<file path="src/rtl/timer_regresivo_bcd_if.sv">
// Control/data bundle between the edit/cursor logic and the countdown timer.
// Inputs are one-cycle strobes plus BCD load values; outputs are registered digits and status.
interface timer_regresivo_bcd_if;
  logic       load;
  logic [7:0] load_HORA;
  logic [7:0] load_MIN;
  logic [7:0] load_SEG;
  logic       start;
  logic       stop;
  logic       alarm_ack;
  logic [7:0] digit_TimerHORA;
  logic [7:0] digit_TimerMIN;
  logic [7:0] digit_TimerSEG;
  logic       Alarma_on;
  logic       running;
  logic       load_err;
  logic [1:0] fsm_state;

  modport master (
    output load, load_HORA, load_MIN, load_SEG, start, stop, alarm_ack,
    input  digit_TimerHORA, digit_TimerMIN, digit_TimerSEG,
    input  Alarma_on, running, load_err, fsm_state
  );

  modport slave (
    input  load, load_HORA, load_MIN, load_SEG, start, stop, alarm_ack,
    output digit_TimerHORA, digit_TimerMIN, digit_TimerSEG,
    output Alarma_on, running, load_err, fsm_state
  );
endinterface

</file>
<file path="src/rtl/timer_regresivo_bcd.sv">
// HH:MM:SS packed-BCD countdown timer with a one-second prescaler and an alarm at 00:00:00.
// Strobes are single-cycle; priority within a cycle is alarm_ack > stop > start > load.
module timer_regresivo_bcd #(
  parameter int TICK_DIV = 25000000,
  parameter int CNT_W    = 25
) (
  input logic                  CLK,
  input logic                  RESET,
  timer_regresivo_bcd_if.slave bus
);

  typedef enum logic [1:0] {
    IDLE  = 2'd0,
    RUN   = 2'd1,
    PAUSE = 2'd2,
    ALARM = 2'd3
  } state_t;

  localparam logic [CNT_W-1:0] TICK_LAST = CNT_W'(TICK_DIV - 1);

  state_t           state;
  logic [CNT_W-1:0] pre;
  logic [23:0]      hms;
  logic             alarm;
  logic             run_q;
  logic             err_q;
  logic [23:0]      load_val;
  logic [23:0]      hms_dec;
  logic             load_ok;

  // Borrow chain works nibble by nibble so only BCD codes ever appear.
  function automatic logic [23:0] dec_time(input logic [23:0] t);
    logic [3:0] h1, h0, m1, m0, s1, s0;
    {h1, h0, m1, m0, s1, s0} = t;
    if (s0 != 4'd0) s0 = s0 - 4'd1;
    else begin
      s0 = 4'd9;
      if (s1 != 4'd0) s1 = s1 - 4'd1;
      else begin
        s1 = 4'd5;
        if (m0 != 4'd0) m0 = m0 - 4'd1;
        else begin
          m0 = 4'd9;
          if (m1 != 4'd0) m1 = m1 - 4'd1;
          else begin
            m1 = 4'd5;
            if (h0 != 4'd0) h0 = h0 - 4'd1;
            else begin
              h0 = 4'd9;
              h1 = h1 - 4'd1;
            end
          end
        end
      end
    end
    return {h1, h0, m1, m0, s1, s0};
  endfunction

  function automatic logic valid_time(input logic [23:0] t);
    logic [3:0] h1, h0, m1, m0, s1, s0;
    {h1, h0, m1, m0, s1, s0} = t;
    return (h0 <= 4'd9) && (m1 <= 4'd5) && (m0 <= 4'd9) &&
           (s1 <= 4'd5) && (s0 <= 4'd9) && ({h1, h0} <= 8'h23);
  endfunction

  always_comb begin
    load_val = {bus.load_HORA, bus.load_MIN, bus.load_SEG};
    load_ok  = valid_time(load_val);
    hms_dec  = dec_time(hms);
  end

  always_ff @(posedge CLK or posedge RESET) begin
    if (RESET) begin
      state <= IDLE;
      pre   <= '0;
      hms   <= 24'h000000;
      alarm <= 1'b0;
      run_q <= 1'b0;
      err_q <= 1'b0;
    end else begin
      err_q <= 1'b0;
      case (state)
        IDLE, PAUSE: begin
          if (bus.alarm_ack || bus.stop) begin
            // higher-priority strobe with no effect here still masks start/load
          end else if (bus.start) begin
            if (hms != 24'h000000) begin
              state <= RUN;
              run_q <= 1'b1;
              // A resume keeps the frozen prescaler so no tick is gained or lost.
              if (state == IDLE) pre <= '0;
            end
          end else if (bus.load) begin
            if (load_ok) hms <= load_val;
            else err_q <= 1'b1;
          end
        end
        RUN: begin
          if (!bus.alarm_ack && bus.stop) begin
            state <= PAUSE;
            run_q <= 1'b0;
          end else if (pre == TICK_LAST) begin
            pre <= '0;
            hms <= hms_dec;
            if (hms_dec == 24'h000000) begin
              state <= ALARM;
              alarm <= 1'b1;
              run_q <= 1'b0;
            end
          end else begin
            pre <= pre + CNT_W'(1);
          end
        end
        ALARM: begin
          if (bus.alarm_ack) begin
            state <= IDLE;
            alarm <= 1'b0;
          end
        end
        default: state <= IDLE;
      endcase
    end
  end

  assign bus.digit_TimerHORA = hms[23:16];
  assign bus.digit_TimerMIN  = hms[15:8];
  assign bus.digit_TimerSEG  = hms[7:0];
  assign bus.Alarma_on       = alarm;
  assign bus.running         = run_q;
  assign bus.load_err        = err_q;
  assign bus.fsm_state       = state;

endmodule

</file>
<file path="src/flat_wrapper.sv">
// flat-port wrapper written by rule: the top's interface ports become plain ports
module timer_regresivo_bcd_flat 
#(
  parameter int TICK_DIV = 25000000,
  parameter int CNT_W    = 25
)
  (CLK, RESET, bus_load, bus_load_HORA, bus_load_MIN, bus_load_SEG, bus_start, bus_stop, bus_alarm_ack, bus_digit_TimerHORA, bus_digit_TimerMIN, bus_digit_TimerSEG, bus_Alarma_on, bus_running, bus_load_err, bus_fsm_state);
  timer_regresivo_bcd_if bus_i ();
  input logic CLK;
  input logic RESET;
  input wire logic [$bits(bus_i.load)-1:0] bus_load;
  input wire logic [$bits(bus_i.load_HORA)-1:0] bus_load_HORA;
  input wire logic [$bits(bus_i.load_MIN)-1:0] bus_load_MIN;
  input wire logic [$bits(bus_i.load_SEG)-1:0] bus_load_SEG;
  input wire logic [$bits(bus_i.start)-1:0] bus_start;
  input wire logic [$bits(bus_i.stop)-1:0] bus_stop;
  input wire logic [$bits(bus_i.alarm_ack)-1:0] bus_alarm_ack;
  output wire logic [$bits(bus_i.digit_TimerHORA)-1:0] bus_digit_TimerHORA;
  output wire logic [$bits(bus_i.digit_TimerMIN)-1:0] bus_digit_TimerMIN;
  output wire logic [$bits(bus_i.digit_TimerSEG)-1:0] bus_digit_TimerSEG;
  output wire logic [$bits(bus_i.Alarma_on)-1:0] bus_Alarma_on;
  output wire logic [$bits(bus_i.running)-1:0] bus_running;
  output wire logic [$bits(bus_i.load_err)-1:0] bus_load_err;
  output wire logic [$bits(bus_i.fsm_state)-1:0] bus_fsm_state;
  assign bus_i.load = bus_load;
  assign bus_i.load_HORA = bus_load_HORA;
  assign bus_i.load_MIN = bus_load_MIN;
  assign bus_i.load_SEG = bus_load_SEG;
  assign bus_i.start = bus_start;
  assign bus_i.stop = bus_stop;
  assign bus_i.alarm_ack = bus_alarm_ack;
  assign bus_digit_TimerHORA = bus_i.digit_TimerHORA;
  assign bus_digit_TimerMIN = bus_i.digit_TimerMIN;
  assign bus_digit_TimerSEG = bus_i.digit_TimerSEG;
  assign bus_Alarma_on = bus_i.Alarma_on;
  assign bus_running = bus_i.running;
  assign bus_load_err = bus_i.load_err;
  assign bus_fsm_state = bus_i.fsm_state;
  timer_regresivo_bcd #(.TICK_DIV(TICK_DIV), .CNT_W(CNT_W)) u_core (.CLK(CLK), .RESET(RESET), .bus(bus_i));
endmodule
</file>
<file path="config.mk">
export PLATFORM = sky130hd
export DESIGN_NAME = timer_regresivo_bcd_flat
export DESIGN_NICKNAME = d
export VERILOG_FILES = /design/src/rtl/timer_regresivo_bcd_if.sv /design/src/rtl/timer_regresivo_bcd.sv /design/src/flat_wrapper.sv
export SDC_FILE = /design/constraint.sdc
export NUM_CORES = 1
export LEC_CHECK = 0
export ABC_AREA = 1
export CORE_ASPECT_RATIO = 1.4
export CORE_UTILIZATION = 25
export DETAILED_ROUTE_END_ITERATION = 8
export DONT_BUFFER_PORTS = 1
export HOLD_SLACK_MARGIN = 0.08
export SYNTH_ARGS = -nofsm -noshare
export SYNTH_HDL_FRONTEND = slang
export SYNTH_SLANG_ARGS = --single-unit
export TNS_END_PERCENT = 20
</file>
<file path="constraint.sdc">
create_clock -name CLK -period 3.2 [get_ports CLK]
set_input_delay 0.48 -clock CLK [delete_from_list [all_inputs] [get_ports CLK]]
set_output_delay 0.48 -clock CLK [all_outputs]
set_load 0.02 [all_outputs]
</file>
==> impl_results.rst, run 1 <==
.. list-table::
   :header-rows: 1

   * - Metric
     - Value
   * - Run status
     - finished clean
   * - Total negative slack for setup checks
     - 0 ns
   * - Max Buffers Root-to-Sink
     - 2
   * - Placed wire-length estimate after detailed placement
     - 8.54 mm
   * - Final hold violation count
     - 0
   * - Detailed-route wire length per cell
     - roughly 14 microns
   * - Path category of the worst min-delay check
     - input port to async pin
   * - Maximum number of pins on one net before global-route repair
     - 38
   * - RR Endpoint
     - u_core.pre[17]
   * - Type of origin of the critical path
     - flop
   * - FF+latch area
     - about 0.0014 sq mm
   * - Setup repair after global routing missed its margin
     - no
   * - Post-Syn Area
     - around 0.0039 sq mm
   * - Area added between synthesis and finish
     - 8.46%
   * - Count of vias placed by the detailed router
     - 3,624
   * - Synthesized netlist cell count
     - about 570
   * - Starting utilization of the core area
     - between 20% and 30%
   * - Power density over cell area
     - about 830 mW/mm^2
   * - Number of different library cells in the post-synthesis netlist
     - 39
   * - Standard cell core area
     - 0.0151 sq mm
   * - Global route hottest layer
     - met2
   * - Number of nets still failing antenna checks after routing
     - 0
   * - Last weighted congestion value of the routability-driven placer
     - between 0.8 and 0.9
   * - Post-synth EDFFs
     - 0
   * - Sequential-to-total area share from yosys stat
     - a little over a third
   * - Worst R2R Setup Slack
     - just under 0.6 ns
   * - Fraction of layout cells with a size suffix above 1
     - a little under a tenth
   * - Initial DRC Count
     - approximately 240
   * - Average cell area after synthesis
     - just under 7 sq um
   * - Register clock-pin slew on the reported worst setup and hold paths
     - around 0.080 ns
   * - Cts bufs inserted
     - 5
   * - Internal Dissipation
     - approximately 1.7 mW
   * - Width of the chip
     - 107 microns
   * - Max Clock Skew
     - around 0.0074 ns
   * - Number of setup violations in the final report
     - 0
   * - Max Freq
     - around 380 MHz
   * - Fillers
     - ~1,600
   * - Global-route track usage on met3
     - roughly 2.5%
   * - Wire length of the first global-routing pass
     - about 18 mm
   * - Final period utilization
     - just over 80%
   * - Max-slew violation total from the final report
     - 0
   * - Initial DRT Pass Iterations
     - 4
   * - Die height
     - 149 microns
   * - Area taken by multi-input logic gates
     - 0.00217 sq mm
   * - Total number of H-tree levels
     - 2
   * - Slew HR
     - 66.8%
   * - Initial antenna violation count
     - 0
   * - Register share of total power
     - about two fifths
   * - FF-to-FF Start
     - u_core.hms[0]
   * - Most common cell after layout, fill and taps aside
     - nand2_1
   * - CTS tree
     - done
   * - Clock Power Share
     - between 15 and 20%
   * - Commonest non-fill, non-tap cells in the layout
     - 155 x nand2_1, 79 x nor2_1, 56 x inv_1
   * - Switching fraction of total power
     - approximately half
   * - Async S/R FF share, synth
     - 100%
   * - Total power of the final layout
     - ~3.5 mW
   * - Vias in the first global route
     - roughly 3,600
   * - Clock period minus worst slack
     - ~2.6 ns
   * - Number of warning messages in the yosys log
     - 0
   * - Leakage dissipation
     - between 1.5 and 2 nW
   * - Die ar.
     - roughly 0.016 sq mm
   * - Global routing usage on met1
     - 15.8%
   * - Met2 routing resource usage after global routing
     - between 20% and 30%
   * - CP Capture Type
     - flop
   * - Global route total overflow
     - 0
   * - Top-level port count
     - 59
   * - Number of max-capacitance violations reported
     - 0
   * - Biggest fanout along the worst timing path
     - 24
   * - Transition at the pin with the smallest max-transition slack
     - between 0.4 and 0.5 ns
   * - GRT Overall Usage
     - 14.5%
   * - Register bit total from synthesis
     - between 50 and 60
   * - Via count normalized by instance count
     - between 4 and 5
   * - Total DRC errors in the routed layout
     - 0
   * - Setup repair bufs after CTS
     - 0
   * - CTS root buffer
     - clkbuf_16
   * - Net switching power
     - approximately 1.8 mW
   * - Final net count
     - 599
   * - Number of input and output port buffers inserted
     - 0
   * - Quantity of hold-fixing buffers added after cts
     - 0
   * - Antenna diode count
     - 0
   * - Later-pin clock latency in the skew report
     - 0.30 ns
   * - VDD IR-drop max
     - around 0.35 mV
   * - Clock sinks
     - 54
   * - Required time at the worst-slack endpoint
     - 3.42 ns
   * - Share of the core filled with cells in the final layout
     - between 20% and 30%
   * - Gate power share
     - 42.8%
   * - Post-CTS Resized
     - 0
   * - Number of cells on the worst reg-to-reg path
     - 11
   * - Kind of critical path
     - flop to flop
   * - Post-Synthesis Net Count
     - approximately 600
   * - Row Count
     - between 50 and 60
   * - Final Routed Wirelength
     - between 10 and 15 mm
   * - Arr. time, crit path
     - about 2.8 ns
   * - Predominant post-synthesis flop cell
     - dfrtp_1
cell type report:
class | instances | area share [%]
clock inverter | 3 | 0.596
timing repair buffer | 5 | 0.893
tap | 192 | 5.72
inverter | 68 | 6.08
clock buffer | 5 | 2.98
sequential | 54 | 32.2
multi-input combinational | 430 | 51.6
flip-flops by register name, summed over array words and instances (netlist names):
| name | count |
|---|---|
| u_core.pre | 25 |
| u_core.hms | 24 |
| u_core.bus.running | 1 |
| u_core.bus.Alarma_on | 1 |
| u_core.bus.fsm_state | 2 |
| u_core.bus.load_err | 1 |
logic make-up (layout without fill, tap and decap cells):
| group | Yosys count | count (layout) | share of synthesized area (%) |
|---|---|---|---|
| AND/OR/NAND/NOR | 331 | 331 | 38.4 |
| buffers and inverters | 84 | 81 | 9.17 |
| AO/OA/AOI/OAI | 74 | 74 | 11.4 |
| flip-flops | 54 | 54 | 34.9 |
| XOR/XNOR | 20 | 20 | 4.52 |
| adder cells (fa/ha/maj) | 5 | 5 | 1.61 |
routing by layer:
metal	up-vias	part of all wire [%]
met5	-	0
met2	98	53
met4	0	3.4
met3	23	4.4
li1	1840	-
met1	1663	39
how the worst max path moves through the flow:
stage | slack [ns] | endpoint | start
2_1_floorplan | 1.17 | u_core.bus.fsm_state[1] | u_core.hms[0]
3_3_place_gp | 0.66 | u_core.pre[17] | u_core.hms[0]
3_5_place_dp | 0.56 | u_core.pre[8] | u_core.hms[0]
4_1_cts | 0.56 | u_core.pre[17] | u_core.hms[0]
5_1_grt | 0.29 | u_core.pre[8] | u_core.hms[0]
6_report | 0.59 | u_core.pre[17] | u_core.hms[0]
stage by stage:
| stage | hold WS, ns | instances | setup slack, ns | cell area, sq um |
|---|---|---|---|---|
| 6_report | 0.0759 | 757 | 0.589 | 4200 |
| 5_1_grt | 0.103 | 757 | 0.294 | 4200 |
| 2_1_floorplan | 0.510 | 568 | 1.17 | 3870 |
| 4_1_cts | 0.0928 | 757 | 0.559 | 4200 |
| 3_3_place_gp | 0.418 | 749 | 0.665 | 4050 |
| 3_5_place_dp | 0.422 | 749 | 0.557 | 4050 |
cell usage after synthesis (6+ instances only):
cell,n,area share (%)
nor2_1,79,7.7
a21oi_1,11,1.4
nand2_1,155,15
inv_2,10,0.97
inv_1,57,5.5
o21ai_1,14,1.8
dfrtp_1,54,35
nor2_2,6,0.97
o21ai_0,19,2.5
nor3_1,7,0.90
o22ai_1,10,1.6
a31oi_1,9,1.5
xor2_1,18,4.1
nor4_1,8,1.3
nand3_1,43,5.6
nand4_1,11,1.8
power groups by stage:
| stage | registers (mW) | clock network [mW] | logic [mW] |
|---|---|---|---|
| after floorplan | 1.33 | 0 | 1.24 |
| after global placement | 1.44 | 0 | 1.49 |
| after detailed placement | 1.44 | 0 | 1.50 |
| after CTS | 1.43 | 0.585 | 1.51 |
| after global routing | 1.47 | 0.617 | 1.73 |
| final | 1.43 | 0.569 | 1.49 |
critical path, cell delays in order, from the launching register on:
cell and delay (ns):
dfrtp_1 0.54, inv_1 0.10, ha_1 0.27, nand2_4 0.17, nor2_8 0.09, nand3_2 0.12, o22ai_2 0.09, nor2_2 0.16
nand3_2 0.29, inv_2 0.44, nand4_1 0.14, o21ai_1 0.10
Power figures use the tool's default switching activity.
==> run 2: changes to the inputs <==
Clock period 3.2 ns to 2.3 ns, I/O delays scaled along.
==> impl_results.rst, run 2 (synthesized netlist as in run 1, its figures left out) <==
.. list-table::
   :header-rows: 1

   * - Metric
     - Value
   * - CP peak stage delay
     - around 0.36 ns
   * - GRT Overall Usage
     - approximately 15%
   * - Most common cell after layout, fill and taps aside
     - nand2_1
   * - Final worst hold slack
     - 0.184 ns
   * - Later-pin clock latency in the skew report
     - about 0.3 ns
   * - Maximum number of pins on one net before global-route repair
     - 37
   * - Max FFs per register
     - 25
   * - Standard cell core area
     - between 0.015 and 0.02 sq mm
   * - Library cell contributing the largest single delay on the critical path
     - inv_2
   * - Die height
     - 149 microns
   * - Gate power share
     - between 50 and 60%
   * - Number of max-capacitance violations reported
     - 0
   * - Worst slack, placed
     - ~0.12 ns
   * - Max Buffers Root-to-Sink
     - 2
   * - Starting utilization of the core area
     - ~26%
   * - Power density over cell area
     - around 1200 mW/mm^2
   * - Slew HR
     - between 50% and 60%
   * - Required time at the worst-slack endpoint
     - roughly 2.5 ns
   * - Internal Dissipation
     - 2.60 mW
   * - Final period utilization
     - between 90% and 100%
   * - Top-level port count
     - roughly 60
   * - Setup repair after global routing missed its margin
     - no
   * - Run status
     - finished clean
   * - Cts bufs inserted
     - 5
   * - FF+latch area
     - ~0.0014 sq mm
   * - Final hold violation count
     - 0
   * - Total negative slack for setup checks
     - 0 ns
   * - Number of setup violations in the final report
     - 0
   * - Area taken by multi-input logic gates
     - ~0.0022 sq mm
   * - Type of origin of the critical path
     - flop
   * - Leakage dissipation
     - a little over 2 nW
   * - # placed instances
     - roughly 780
   * - Final Routed Wirelength
     - around 11 mm
   * - Die ar.
     - approximately 0.016 sq mm
   * - Global route total overflow
     - 0
   * - Width of the chip
     - roughly 110 microns
   * - Final std cells w/o fill
     - about 790
   * - Net switching power
     - about 2.6 mW
   * - Transition at the pin with the smallest max-transition slack
     - 0.613 ns
   * - Last weighted congestion value of the routability-driven placer
     - 0.855
   * - Initial DRC Count
     - around 180
   * - Row Count
     - 53
   * - Area added between synthesis and finish
     - 14.7%
   * - CTS tree
     - done
   * - Total DRC errors in the routed layout
     - 0
   * - Clock period minus worst slack
     - 2.13 ns
   * - CTS root buffer
     - clkbuf_16
   * - Via count normalized by instance count
     - ~4.8
   * - Biggest fanout along the worst timing path
     - 24
   * - Vias in the first global route
     - 3,597
   * - Total number of H-tree levels
     - 2
   * - Fraction of layout cells with a size suffix above 1
     - a little over an eighth
   * - Antenna diode count
     - 0
   * - VDD IR-drop max
     - 0.427 mV
   * - Detailed-route wire length per cell
     - roughly 15 microns
   * - Register share of total power
     - between 30% and 40%
   * - CP Capture Type
     - flop
   * - Most used cell along the critical path
     - nand3_2
   * - Crit path cell chain
     - inv_1 -> ha_4 -> nand2_4 -> nor2_8 -> buf_12 -> nand3_2 -> o22ai_2 -> nor2_2 -> nand3_2 -> inv_2 -> nand4_1 -> o21ai_1
   * - Commonest non-fill, non-tap cells in the layout
     - 155 x nand2_1, 79 x nor2_1, 55 x inv_1
   * - Clock Power Share
     - between 10% and 20%
   * - Clock sinks
     - 54
   * - Final worst-path setup slack
     - 0.169 ns
   * - Number of nets still failing antenna checks after routing
     - 0
   * - Kind of critical path
     - flop to flop
   * - Initial antenna violation count
     - 0
   * - Initial DRT Pass Iterations
     - 5
   * - Number of cells on the worst reg-to-reg path
     - 12
   * - Max Freq
     - between 400 and 500 MHz
   * - Final net count
     - between 600 and 700
   * - Fillers
     - approximately 1,700
   * - Top reg by flops
     - u_core.pre
   * - Arr. time, crit path
     - ~2.4 ns
   * - Register clock-pin slew on the reported worst setup and hold paths
     - 0.07 ns
   * - Max Clock Skew
     - 0.0105 ns
   * - Max-slew violation total from the final report
     - 0
   * - Hold Path Stages
     - 2
   * - Number of input and output port buffers inserted
     - 0
   * - Path category of the worst min-delay check
     - input port to flop
   * - Switching fraction of total power
     - about half
   * - Wire length of the first global-routing pass
     - about 18 mm
   * - Placed wire-length estimate after detailed placement
     - 8.91 mm
   * - Count of vias placed by the detailed router
     - ~3,800
## run 2: layer usage
layer	global-route usage, %	wire (microns)	vias up
li1	-	-	1903
met1	16.5	4620	1748
met2	27.6	6090	92
met3	2.45	532	16
met4	4.45	252	0
met5	0	0	-
## run 2: worst max-delay path: cells and delay by family (launching register included)
family	cells	cell delay (ns)
flops	1	0.34
buf+inv	3	0.58
compound gates	2	0.18
simple gates	6	0.75
fa+ha+maj	1	0.19
## run 2: path summary, 6_finish.rpt
path,start,endpoint,slack (ns)
worst max-delay path,u_core.hms[1],u_core.pre[17],0.17
worst min-delay path,bus_load,u_core.bus.load_err,0.18
worst max register to register,u_core.hms[1],u_core.pre[17],0.17
worst min register to register,u_core.pre[13],u_core.pre[13],0.55
max in group asynchronous,RESET,u_core.hms[17],1.04
min in group asynchronous,RESET,u_core.hms[6],0.59
## run 2: cell type report
type,count,area share (%)
inverters,68,5.74
multi-input cells,431,49.4
well taps,192,5.41
repair buffers,34,6.08
clock buffers,7,2.98
flip-flops and latches,54,30.4
## run 2: power groups by stage
stage,logic [mW],clock network (mW),registers (mW)
2_1_floorplan,1.72,0,1.85
3_3_place_gp,2.81,0,1.62
3_5_place_dp,2.80,0,1.63
4_1_cts,2.82,0.770,1.61
5_1_grt,3.17,0.802,1.65
6_report,2.83,0.743,1.61
## run 2: what timing repair did
| item | 4_1_cts | 5_1_grt |
|---|---|---|
| setup buffers | 0 | 2 |
| hold endpoints to repair | 24 | 0 |
| setup endpoints to repair | 0 | 5 |
| hold buffers | 1 | 0 |
| resized for setup | 0 | 5 |
## run 2: metrics by stage
stage	utilization (%)	instance area, sq um	power, mW
after detailed placement	28.2	4250	4.43
final	29.5	4440	5.18
after CTS	29.2	4390	5.20
after global placement	28.2	4250	4.43
after global routing	29.5	4440	5.62
after floorplan	-	3870	3.58
